==> config.mk <==
export PLATFORM = sky130hd
export DESIGN_NAME = dmem_bram_port_ctrl
export DESIGN_NICKNAME = d
export VERILOG_FILES = /design/src/rtl/lexington_mem_pkg.sv /design/src/rtl/dmem_load_align.sv /design/src/rtl/dmem_bram_port_ctrl.sv
export SDC_FILE = /design/constraint.sdc
export NUM_CORES = 1
export LEC_CHECK = 0
export ABC_AREA = 1
export CORE_UTILIZATION = 30
export CTS_CLUSTER_SIZE = 30
export DETAILED_ROUTE_END_ITERATION = 10
export GPL_ROUTABILITY_DRIVEN = 0
export PLACE_DENSITY = 0.5
export SYNTH_ARGS = -nofsm -noshare
export SYNTH_HDL_FRONTEND = slang
export SYNTH_SLANG_ARGS = --single-unit
export TNS_END_PERCENT = 20
==> constraint.sdc <==
create_clock -name clk -period 6.8 [get_ports clk]
set_input_delay 1.36 -clock clk [delete_from_list [all_inputs] [get_ports clk]]
set_output_delay 1.36 -clock clk [all_outputs]
set_load 0.01 [all_outputs]
==> src/rtl/lexington_mem_pkg.sv <==
// -----------------------------------------------------------------------------
// lexington_mem_pkg
// Shared data-memory definitions: the LSU access-size encoding, the fixed
// byte-lane geometry of the data BRAM, and helpers that turn an access size
// into a byte count and a right-justified lane mask.
// -----------------------------------------------------------------------------
package lexington_mem_pkg;

  localparam int NUM_COL   = 4;
  localparam int COL_WIDTH = 8;

  typedef enum logic [1:0] {
    SIZE_BYTE = 2'b00,
    SIZE_HALF = 2'b01,
    SIZE_WORD = 2'b10,
    SIZE_BAD  = 2'b11
  } mem_size_t;

  // Byte count of an access; 0 marks the illegal encoding.
  function automatic logic [2:0] size_to_bytes(input mem_size_t size);
    case (size)
      SIZE_BYTE: return 3'd1;
      SIZE_HALF: return 3'd2;
      SIZE_WORD: return 3'd4;
      default:   return 3'd0;
    endcase
  endfunction

  // Lane mask for an access starting at lane 0.
  function automatic logic [NUM_COL-1:0] bytes_to_lanes(input logic [2:0] nbytes);
    case (nbytes)
      3'd1:    return 4'b0001;
      3'd2:    return 4'b0011;
      3'd4:    return 4'b1111;
      default: return 4'b0000;
    endcase
  endfunction

endpackage

==> src/rtl/dmem_load_align.sv <==
// -----------------------------------------------------------------------------
// dmem_load_align
// Combinational load-data formatter. Joins the low and high BRAM words of an
// access, rotates the addressed bytes down to bit 0, keeps nbytes bytes and
// sign- or zero-extends the result to a full word.
//   lo_word      in   word holding the first addressed byte
//   hi_word      in   following word (only contributes when the access splits)
//   off          in   byte offset of the access within lo_word
//   nbytes       in   access length in bytes (1, 2 or 4)
//   is_unsigned  in   1 = zero-extend, 0 = sign-extend
//   rdata        out  formatted load data
// -----------------------------------------------------------------------------
module dmem_load_align
  import lexington_mem_pkg::*;
(
  input  logic [NUM_COL*COL_WIDTH-1:0] lo_word,
  input  logic [NUM_COL*COL_WIDTH-1:0] hi_word,
  input  logic [1:0]                   off,
  input  logic [2:0]                   nbytes,
  input  logic                         is_unsigned,
  output logic [NUM_COL*COL_WIDTH-1:0] rdata
);

  localparam int DW = NUM_COL * COL_WIDTH;

  logic [DW-1:0] shifted;
  logic          fill_b;
  logic          fill_h;

  // A left shift by the full word width yields zero, so an aligned access
  // (off = 0) takes lo_word unchanged and hi_word drops out.
  always_comb begin
    shifted = (lo_word >> (int'(off) * COL_WIDTH))
            | (hi_word << (DW - int'(off) * COL_WIDTH));
  end

  assign fill_b = ~is_unsigned & shifted[COL_WIDTH-1];
  assign fill_h = ~is_unsigned & shifted[2*COL_WIDTH-1];

  always_comb begin
    case (nbytes)
      3'd1:    rdata = {{(DW-COL_WIDTH){fill_b}}, shifted[COL_WIDTH-1:0]};
      3'd2:    rdata = {{(DW-2*COL_WIDTH){fill_h}}, shifted[2*COL_WIDTH-1:0]};
      default: rdata = shifted;
    endcase
  end

endmodule

==> src/rtl/dmem_bram_port_ctrl.sv <==
// -----------------------------------------------------------------------------
// dmem_bram_port_ctrl
// Initiator for one byte-write BRAM port (read-first, 1-cycle read latency).
// Converts single-outstanding LSU load/store requests into lane-enabled word
// accesses and returns extended load data.
//   clk, rst_n                 clock, asynchronous active-low reset
//   req_valid/req_ready        request handshake (ready only in IDLE)
//   req_we/addr/size/unsigned  store flag, byte address, size, load extension
//   req_wdata                  right-justified store data
//   rsp_valid/rsp_ready        response handshake, valid held until ready
//   rsp_rdata/rsp_err          extended load data (0 for stores/errors), error
//   mem_en/wen/addr/din/dout   BRAM port A
// Build option: define DMEM_MISALIGNED_EN to allow any alignment, splitting
// word-crossing accesses into two BRAM cycles. Without it, misaligned accesses
// return rsp_err with no BRAM access.
// -----------------------------------------------------------------------------
module dmem_bram_port_ctrl #(
  parameter int ADDR_WIDTH = 10,
  parameter int NUM_COL    = 4,
  parameter int COL_WIDTH  = 8
) (
  input  logic                         clk,
  input  logic                         rst_n,
  input  logic                         req_valid,
  output logic                         req_ready,
  input  logic                         req_we,
  input  logic [ADDR_WIDTH+1:0]        req_addr,
  input  logic [1:0]                   req_size,
  input  logic                         req_unsigned,
  input  logic [NUM_COL*COL_WIDTH-1:0] req_wdata,
  output logic                         rsp_valid,
  input  logic                         rsp_ready,
  output logic [NUM_COL*COL_WIDTH-1:0] rsp_rdata,
  output logic                         rsp_err,
  output logic                         mem_en,
  output logic [NUM_COL-1:0]           mem_wen,
  output logic [ADDR_WIDTH-1:0]        mem_addr,
  output logic [NUM_COL*COL_WIDTH-1:0] mem_din,
  input  logic [NUM_COL*COL_WIDTH-1:0] mem_dout
);

  import lexington_mem_pkg::*;

  localparam int DW = NUM_COL * COL_WIDTH;

  typedef enum logic [1:0] {
    ST_IDLE    = 2'd0,
    ST_SECOND  = 2'd1,
    ST_CAPTURE = 2'd2,
    ST_RESP    = 2'd3
  } state_t;

  state_t                state_q, state_d;
  logic                  we_q, we_d;
  logic [ADDR_WIDTH-1:0] word_q, word_d;
  logic [1:0]            off_q, off_d;
  logic [2:0]            nbytes_q, nbytes_d;
  logic                  uns_q, uns_d;
  logic [DW-1:0]         wdata_q, wdata_d;
  logic                  split_q, split_d;
  logic [DW-1:0]         lo_buf_q, lo_buf_d;
  logic                  rsp_valid_q, rsp_valid_d;
  logic                  rsp_err_q, rsp_err_d;
  logic [DW-1:0]         rsp_rdata_q, rsp_rdata_d;

  // ---------------------------------------------------------------------------
  // Request decode (meaningful in IDLE only)
  // ---------------------------------------------------------------------------
  logic [1:0] req_off;
  logic [2:0] req_nbytes;
  logic       req_misalign;
  logic       req_err;
  logic       req_cross;

  assign req_off    = req_addr[1:0];
  assign req_nbytes = size_to_bytes(mem_size_t'(req_size));

`ifdef DMEM_MISALIGNED_EN
  assign req_misalign = 1'b0;
`else
  // nbytes-1 as a 2-bit mask: 0 for bytes, 1 for halves, 3 for words.
  assign req_misalign = (req_off & (req_nbytes[1:0] - 2'd1)) != 2'd0;
`endif

  assign req_err   = (req_nbytes == 3'd0) || req_misalign;
  assign req_cross = ({2'b00, req_off} + {1'b0, req_nbytes}) > 4'd4;

  // ---------------------------------------------------------------------------
  // Lane placement. The access is laid out over two adjacent words: the low
  // half of each double-width vector is the first word, the high half the
  // second. IDLE places the live request, SECOND the latched one.
  // ---------------------------------------------------------------------------
  logic                   in_idle;
  logic [1:0]             off_sel;
  logic [2:0]             nbytes_sel;
  logic [DW-1:0]          wdata_sel;
  logic [2*NUM_COL-1:0]   span;
  logic [2*DW-1:0]        din_pair;

  assign in_idle    = (state_q == ST_IDLE);
  assign off_sel    = in_idle ? req_off    : off_q;
  assign nbytes_sel = in_idle ? req_nbytes : nbytes_q;
  assign wdata_sel  = in_idle ? req_wdata  : wdata_q;
  assign span       = {{NUM_COL{1'b0}}, bytes_to_lanes(nbytes_sel)} << off_sel;
  assign din_pair   = {{DW{1'b0}}, wdata_sel} << (int'(off_sel) * COL_WIDTH);

  // ---------------------------------------------------------------------------
  // Load formatting: a split load joins the buffered first word with the
  // second word arriving now; an unsplit load sees the same word twice.
  // ---------------------------------------------------------------------------
  logic [DW-1:0] align_lo;
  logic [DW-1:0] align_rdata;

  assign align_lo = split_q ? lo_buf_q : mem_dout;

  dmem_load_align u_align (
    .lo_word     (align_lo),
    .hi_word     (mem_dout),
    .off         (off_q),
    .nbytes      (nbytes_q),
    .is_unsigned (uns_q),
    .rdata       (align_rdata)
  );

  // ---------------------------------------------------------------------------
  // Next state, BRAM drive and response
  // ---------------------------------------------------------------------------
  always_comb begin
    // NOTE: every signal assigned here gets a default first so no path leaves
    // one unassigned, which would otherwise infer a latch.
    state_d     = state_q;
    we_d        = we_q;
    word_d      = word_q;
    off_d       = off_q;
    nbytes_d    = nbytes_q;
    uns_d       = uns_q;
    wdata_d     = wdata_q;
    split_d     = split_q;
    lo_buf_d    = lo_buf_q;
    rsp_valid_d = rsp_valid_q;
    rsp_err_d   = rsp_err_q;
    rsp_rdata_d = rsp_rdata_q;
    req_ready   = 1'b0;
    mem_en      = 1'b0;
    mem_wen     = '0;
    mem_addr    = req_addr[ADDR_WIDTH+1:2];
    mem_din     = din_pair[DW-1:0];

    case (state_q)
      ST_IDLE: begin
        req_ready = 1'b1;
        if (req_valid) begin
          we_d     = req_we;
          word_d   = req_addr[ADDR_WIDTH+1:2];
          off_d    = req_off;
          nbytes_d = req_nbytes;
          uns_d    = req_unsigned;
          wdata_d  = req_wdata;
          split_d  = req_cross;
          if (req_err) begin
            rsp_valid_d = 1'b1;
            rsp_err_d   = 1'b1;
            rsp_rdata_d = '0;
            state_d     = ST_RESP;
          end else begin
            mem_en  = 1'b1;
            mem_wen = req_we ? span[NUM_COL-1:0] : '0;
            state_d = req_cross ? ST_SECOND : ST_CAPTURE;
          end
        end
      end

      ST_SECOND: begin
        mem_en   = 1'b1;
        mem_addr = word_q + ADDR_WIDTH'(1);
        mem_wen  = we_q ? span[2*NUM_COL-1:NUM_COL] : '0;
        mem_din  = din_pair[2*DW-1:DW];
        lo_buf_d = mem_dout;
        state_d  = ST_CAPTURE;
      end

      ST_CAPTURE: begin
        rsp_rdata_d = we_q ? '0 : align_rdata;
        rsp_err_d   = 1'b0;
        rsp_valid_d = 1'b1;
        state_d     = ST_RESP;
      end

      default: begin // ST_RESP
        if (rsp_ready) begin
          rsp_valid_d = 1'b0;
          state_d     = ST_IDLE;
        end
      end
    endcase
  end

  // NOTE: sequential state uses non-blocking assignments so every flop samples
  // the pre-edge value of its inputs regardless of statement order.
  always_ff @(posedge clk or negedge rst_n) begin
    if (!rst_n) begin
      state_q     <= ST_IDLE;
      we_q        <= 1'b0;
      word_q      <= '0;
      off_q       <= '0;
      nbytes_q    <= '0;
      uns_q       <= 1'b0;
      wdata_q     <= '0;
      split_q     <= 1'b0;
      lo_buf_q    <= '0;
      rsp_valid_q <= 1'b0;
      rsp_err_q   <= 1'b0;
      rsp_rdata_q <= '0;
    end else begin
      state_q     <= state_d;
      we_q        <= we_d;
      word_q      <= word_d;
      off_q       <= off_d;
      nbytes_q    <= nbytes_d;
      uns_q       <= uns_d;
      wdata_q     <= wdata_d;
      split_q     <= split_d;
      lo_buf_q    <= lo_buf_d;
      rsp_valid_q <= rsp_valid_d;
      rsp_err_q   <= rsp_err_d;
      rsp_rdata_q <= rsp_rdata_d;
    end
  end

  assign rsp_valid = rsp_valid_q;
  assign rsp_err   = rsp_err_q;
  assign rsp_rdata = rsp_rdata_q;

endmodule

==> results.md, run 1 <==
* Fin. Hold Viols at 0
* Synth cell types at 33
* PortBufs at 165
* CTS Buffer Depth at 2
* Final Critical Period at 5.57 ns
* Post-synthesis mux area share at 0%
* Die height at 164 µm
* Chip width at 164 µm
* Congestion Overflow GR at 0
* Pwr Density at 552 nW/µm²
* HP Start: lo_buf_q[31]
* RSZ-0062 raised after global routing: false
* Final design utilization at 39.7%
* CTS H-tree lvls at 4
* Ratio of cells with drive above 1 in the final layout at 4.69%
* GRT Overall Usage at 20.5%
* Mean Syn Cell Area at 6.52 µm²
* Placed Cells at 1,646
* CP arrival at 4.21 ns
* Largest net degree at the start of global routing at 95
* CTS root buf: clkbuf_16
* CP startpoint kind: flop
* CTS Hold Bufs at 0
* Area Overhead vs Synth at 30.5%
* Core Box Area at 25,900 µm²
* Clk sinks at 118
* Synthesized area at 7890 µm²
* Most frequent cells in the layout: 446 x nand2_1, 184 x o21ai_0, 164 x clkdlybuf4s50_1
* Initial antenna violation count at 0
* Skew-Pair Late Insertion Delay at 0.42 ns
* Fill count at 2,750
* Crit path from: off_q[1]
* Xor/xnor share of the synthesized area at 0.333%
* Final Net Count at 1,423
* #FFs+latches synth at 118
* Register area share after synthesis at 37.4%
* Syn Nets at 1,303
* Critical Setup Path Class: reg2out
* Status: finished, final reports clean
* Synth Warn # at 0
* Synth Instances at 1,210
* Worst-Margin Slew at 1.00 ns
* F_max at 179 MHz
* ANT cells at 0
* Number of CTS-inserted buffers at 17
* CTS tree: done
* DRC Markers at 0
* HP Class: reg2reg
* Compound-cell area share of the yosys netlist at 21.4%
* Total die area at 27,000 µm²
* DP Wirelength at 19,400 µm
* Slew HR at 33.2%
* Global-route wire length before repair at 42,100 µm
* Number of global-route vias before repair at 7,722
* Setup_tns at 0 ns
* Commonest non-fill, non-tap cell in the layout: nand2_1
* Routed Antenna Nets at 0
* Slew Viols, Final at 0
* Critical Path RT at 5.44 ns
* Worst-path clk slew at 0.06 ns
* Initial core utilization at 30.5%
* Drt first-iter violations at 569
* Post-Synth Simple-Gate Area at 29.9%
* Endpoints failing setup at 0
* Row count at 59
* Final cell count without fillers at 1,678
* Post_cts resized at 0
* Vias at 8,173
* Maximum vdd drop at 457 µV
* Max Cap Violations at 0
* RR Startpoint: off_q[1]
* Leak at 4.79 nW
* Per-cell routed wire length at 16.1 µm
* Main combinational cell family by area after synthesis: simple AND/OR/NAND/NOR gates
* Routed wire length at 27,100 µm
* Period utilisation layout at 81.9%
* Post-Synth Adder-Cell Area at 1.43%
* Pre-antenna DRT Iters at 5
* IO Pins at 166
* Postcts setup bufs at 0
* Critical Path End Type: output pin
* Avg Vias per Cell at 4.87
* Worst-path fanout max at 33
* Post-route clock skew at 0.00974 ns
-- report_power, final --
part	internal [mW]	switching, mW
combinational	1.36	2.22
clock	0.548	0.347
sequential	1.02	0.199
total	2.92	2.77
-- metrics by stage --
step | hold WS (ns) | setup slack, ns | total power, mW | instance area, µm²
CTS | 0.481 | 1.34 | 5.74 | 10300
global placement | 0.457 | 1.49 | 4.81 | 9720
detailed placement | 0.465 | 1.46 | 4.81 | 9720
finish | 0.477 | 1.23 | 5.69 | 10300
global route | 0.499 | 1.01 | 6.21 | 10300
floorplan | 0.442 | 2.97 | 3.42 | 7890
-- cell type report --
type / count / area, µm² / area share (%)
Multi-Input combinational cell: 903 / 4190 / 40.7
Sequential cell: 118 / 2950 / 28.7
Timing Repair Buffer: 175 / 1720 / 16.7
Clock buffer: 20 / 447 / 4.34
Inverter: 115 / 432 / 4.19
Tap cell: 335 / 419 / 4.07
Clock inverter: 12 / 129 / 1.25
-- critical path: stages, from the launching register on --
cell	delay [ns]
dfrtp_1	0.91
inv_2	0.52
o21ai_4	0.59
inv_2	0.15
nand2_1	0.76
o221ai_1	0.29
clkdlybuf4s50_1	0.54
-- cell families (layout without fill, tap and decap cells) --
| family | after synthesis | after routing |
|---|---|---|
| and+or+nand+nor | 595 | 595 |
| AOI/OAI and AO/OA | 296 | 296 |
| buffers and inverters | 189 | 322 |
| DFF | 118 | 118 |
| adders and majority gates | 9 | 9 |
| xor gates and xnor gates | 3 | 3 |
-- synthesized netlist by cell type (all sizes together) --
cell / number / share of area [%]
a22o: 1 / 0.11
o211ai: 49 / 4.7
nor2: 78 / 3.7
inv: 115 / 5.5
a21o: 1 / 0.095
buf: 28 / 1.9
or2: 1 / 0.079
nand3: 57 / 3.7
xor2: 3 / 0.33
nand4: 4 / 0.32
a21oi: 14 / 0.89
dfrtp: 118 / 37
o22ai: 19 / 1.5
clkbuf: 46 / 2.2
ha: 9 / 1.4
nand2: 448 / 21
o21a: 1 / 0.095
a21boi: 1 / 0.095
o21ai: 202 / 13
nor3: 5 / 0.46
o221ai: 8 / 0.89
nand3b: 2 / 0.19
-- worst paths after layout --
| check | to | slack, ns | cells past startpoint |
|---|---|---|---|
| setup reg to reg | rsp_rdata[17] | 3.25 | 9 |
| min in group asynchronous | lo_buf_q[25] | 1.02 | 1 |
| max in group asynchronous | wdata_q[7] | 4.42 | 2 |
| hold reg to reg | lo_buf_q[31] | 0.48 | 2 |
| hold / removal | lo_buf_q[31] | 0.48 | 2 |
| setup / recovery | mem_din[23] | 1.23 | 6 |
-- registers in the layout, indices dropped and copies added (netlist names) --
register   cells
word_q        10
rsp_err        1
split_q        1
off_q          2
state_q        2
lo_buf_q      32
we_q           1
uns_q          1
rsp_valid      1
rsp_rdata     32
nbytes_q       3
wdata_q       32
-- routing by layer --
layer | up-vias | GRT usage (%) | share of wire, %
met5 | - | 0 | 0
met4 | 0 | 6.02 | 2.0
met3 | 26 | 5.23 | 5.9
met2 | 239 | 33.5 | 46
met1 | 3720 | 26.5 | 46
li1 | 4188 | - | -
Power figures use the tool's default switching activity.
==> inputs of run 2 (changes only) <==
clock period = 5.2 ns   (was 6.8 ns; I/O delays follow)
==> run 2 against run 1 <==
  * Cell area increased by 0.73%
  * Final cell count increased by 0.36%
  * Clock skew decreased by 0.0034 ns
  * Non-clock buffer count increased by 6
  * Register-to-register slack got worse by 1.4 ns
  * Sequential power increased by 31%
  * Utilization increased by 0.29 points
  * Largest cell class unchanged
==> results.md, run 2 (synthesis results as in run 1) <==
* Status: finished, final reports clean
* Congestion Overflow GR at 0
* Hold path endpoint: lo_buf_q[31]
* Row count at 59
* Setup_tns at 0 ns
* Final Net Count at 1,429
* Global-route wire length before repair at 42,300 µm
* Routed Antenna Nets at 0
* Drt first-iter violations at 577
* Postcts setup bufs at 0
* Total die area at 27,000 µm²
* Initial core utilization at 30.5%
* CP startpoint kind: primary input
* Sequence of cells on the critical path: clkdlybuf4s50_1 -> nand2_1 -> o21ai_2 -> inv_2 -> o21ai_0 -> o22ai_1 -> clkdlybuf4s50_1
* Worst-path fanout max at 53
* Post_cts resized at 0
* Pre-antenna DRT Iters at 5
* Fin. Hold Viols at 0
* CTS root buf: clkbuf_16
* Number of CTS-inserted buffers at 17
* HP Class: reg2reg
* Overall power at 7.50 mW
* R2R Setup Slk at 1.83 ns
* WHS at 0.477 ns
* CTS tree: done
* GRT Overall Usage at 20.6%
* PortBufs at 165
* Pre-CTS setup slack at 0.621 ns
* Fill count at 2,779
* Most frequent cells in the layout: 446 x nand2_1, 184 x o21ai_0, 164 x clkdlybuf4s50_1
* Levels on crit path at 7
* Core Box Area at 25,900 µm²
* Endpoints failing setup at 0
* Placed Area at 9770 µm²
* Skew-Pair Late Insertion Delay at 0.42 ns
* DP Wirelength at 19,500 µm
* Fin area at 10,400 µm²
* Final Critical Period at 4.61 ns
* ANT cells at 0
* Worst-Margin Slew at 0.823 ns
* HP Start: lo_buf_q[31]
* Critical Path End Type: output pin
* F_max at 217 MHz
* Largest net degree at the start of global routing at 95
* Critical Path Most Common Cell: clkdlybuf4s50_1
* Critical Path RT at 4.16 ns
* Initial antenna violation count at 0
* Pwr Density at 724 nW/µm²
* Worst-path clk slew at 0.05 ns
* Die height at 164 µm
* Maximum vdd drop at 551 µV
* DRC Markers at 0
* IO Pins at 166
* Worst path slowest cell: clkdlybuf4s50_1
* Worst Setup Slack, final at 0.594 ns
* Register Area at 2950 µm²
* Cell count of the worst reg-to-reg path at 10
* Critical path buffer and inverter count at 3
* Area Overhead vs Synth at 31.4%
* Area of the multi-input gates at 4190 µm²
* Post-route clock skew at 0.00635 ns
* Commonest non-fill, non-tap cell in the layout: nand2_1
* Max Cap Violations at 0
* RR Startpoint: off_q[1]
* CTS Hold Bufs at 0
* Chip width at 164 µm
* Reg2reg end: rsp_rdata[17]
* CP arrival at 3.57 ns
* Routed wire length at 26,800 µm
* Ratio of cells with drive above 1 in the final layout at 5.19%
* Period utilisation layout at 88.6%
* Slew HR at 45.1%
* Leak at 4.83 nW
* Slew Viols, Final at 0
* Vias at 8,180
* Hold depth at 2
* RSZ-0062 raised after global routing: false
* CP top delay family: buffers and inverters
* Avg Vias per Cell at 4.86
* Critical Setup Path Class: in2out
* Crit-path max cell delay at 0.54 ns
* CTS H-tree lvls at 4
* Number of global-route vias before repair at 7,681
* Clk sinks at 118
* CTS Buffer Depth at 2
* Per-cell routed wire length at 15.9 µm
==> run 2: where the power goes <==
| part | total [mW] | internal, mW | switching (mW) | leakage, nW |
|---|---|---|---|---|
| logic | 4.70 | 1.80 | 2.90 | 3.04 |
| registers | 1.59 | 1.33 | 0.259 | 1.50 |
| clock network | 1.21 | 0.757 | 0.456 | 0.285 |
| total | 7.50 | 3.89 | 3.62 | 4.83 |
==> run 2: tightest hold or removal path, delay by kind of cell, from the launching register on <==
family	cells	cell delay, ns
DFF	1	0.34
and+or+nand+nor	2	0.11
==> run 2: area by class of cell <==
| type | count | area share, % |
|---|---|---|
| multi-input combinational | 903 | 40.4 |
| sequential | 118 | 28.5 |
| timing repair buffer | 181 | 17.1 |
| clock buffer | 22 | 4.67 |
| inverter | 115 | 4.16 |
| tap | 335 | 4.04 |
| clock inverter | 10 | 1.17 |
==> run 2: routing by layer <==
layer | share of wire [%] | GRT usage [%] | wire length [µm] | vias up
met5 | 0 | 0 | 0 | -
li1 | - | - | - | 4200
met4 | 1.9 | 6.27 | 510 | 0
met1 | 46 | 26.9 | 12300 | 3723
met3 | 5.7 | 4.70 | 1540 | 32
met2 | 46 | 33.6 | 12400 | 225
==> run 2: worst max-delay path by stage <==
stage	endpoint	start	slack, ns
after global placement	mem_din[24]	req_addr[0]	0.62
after detailed placement	mem_din[9]	req_addr[0]	0.62
final	mem_din[24]	req_addr[0]	0.59
after floorplan	mem_wen[2]	req_size[1]	2.01
after CTS	mem_din[27]	req_addr[0]	0.62
after global routing	mem_din[27]	state_q[1]	0.32
==> run 2: metrics by stage <==
stage / cells / utilization [%]
floorplan: 1210 / -
CTS: 1684 / 40.0
finish: 1684 / 40.0
global route: 1684 / 40.0
global placement: 1652 / 37.7
detailed placement: 1652 / 37.7
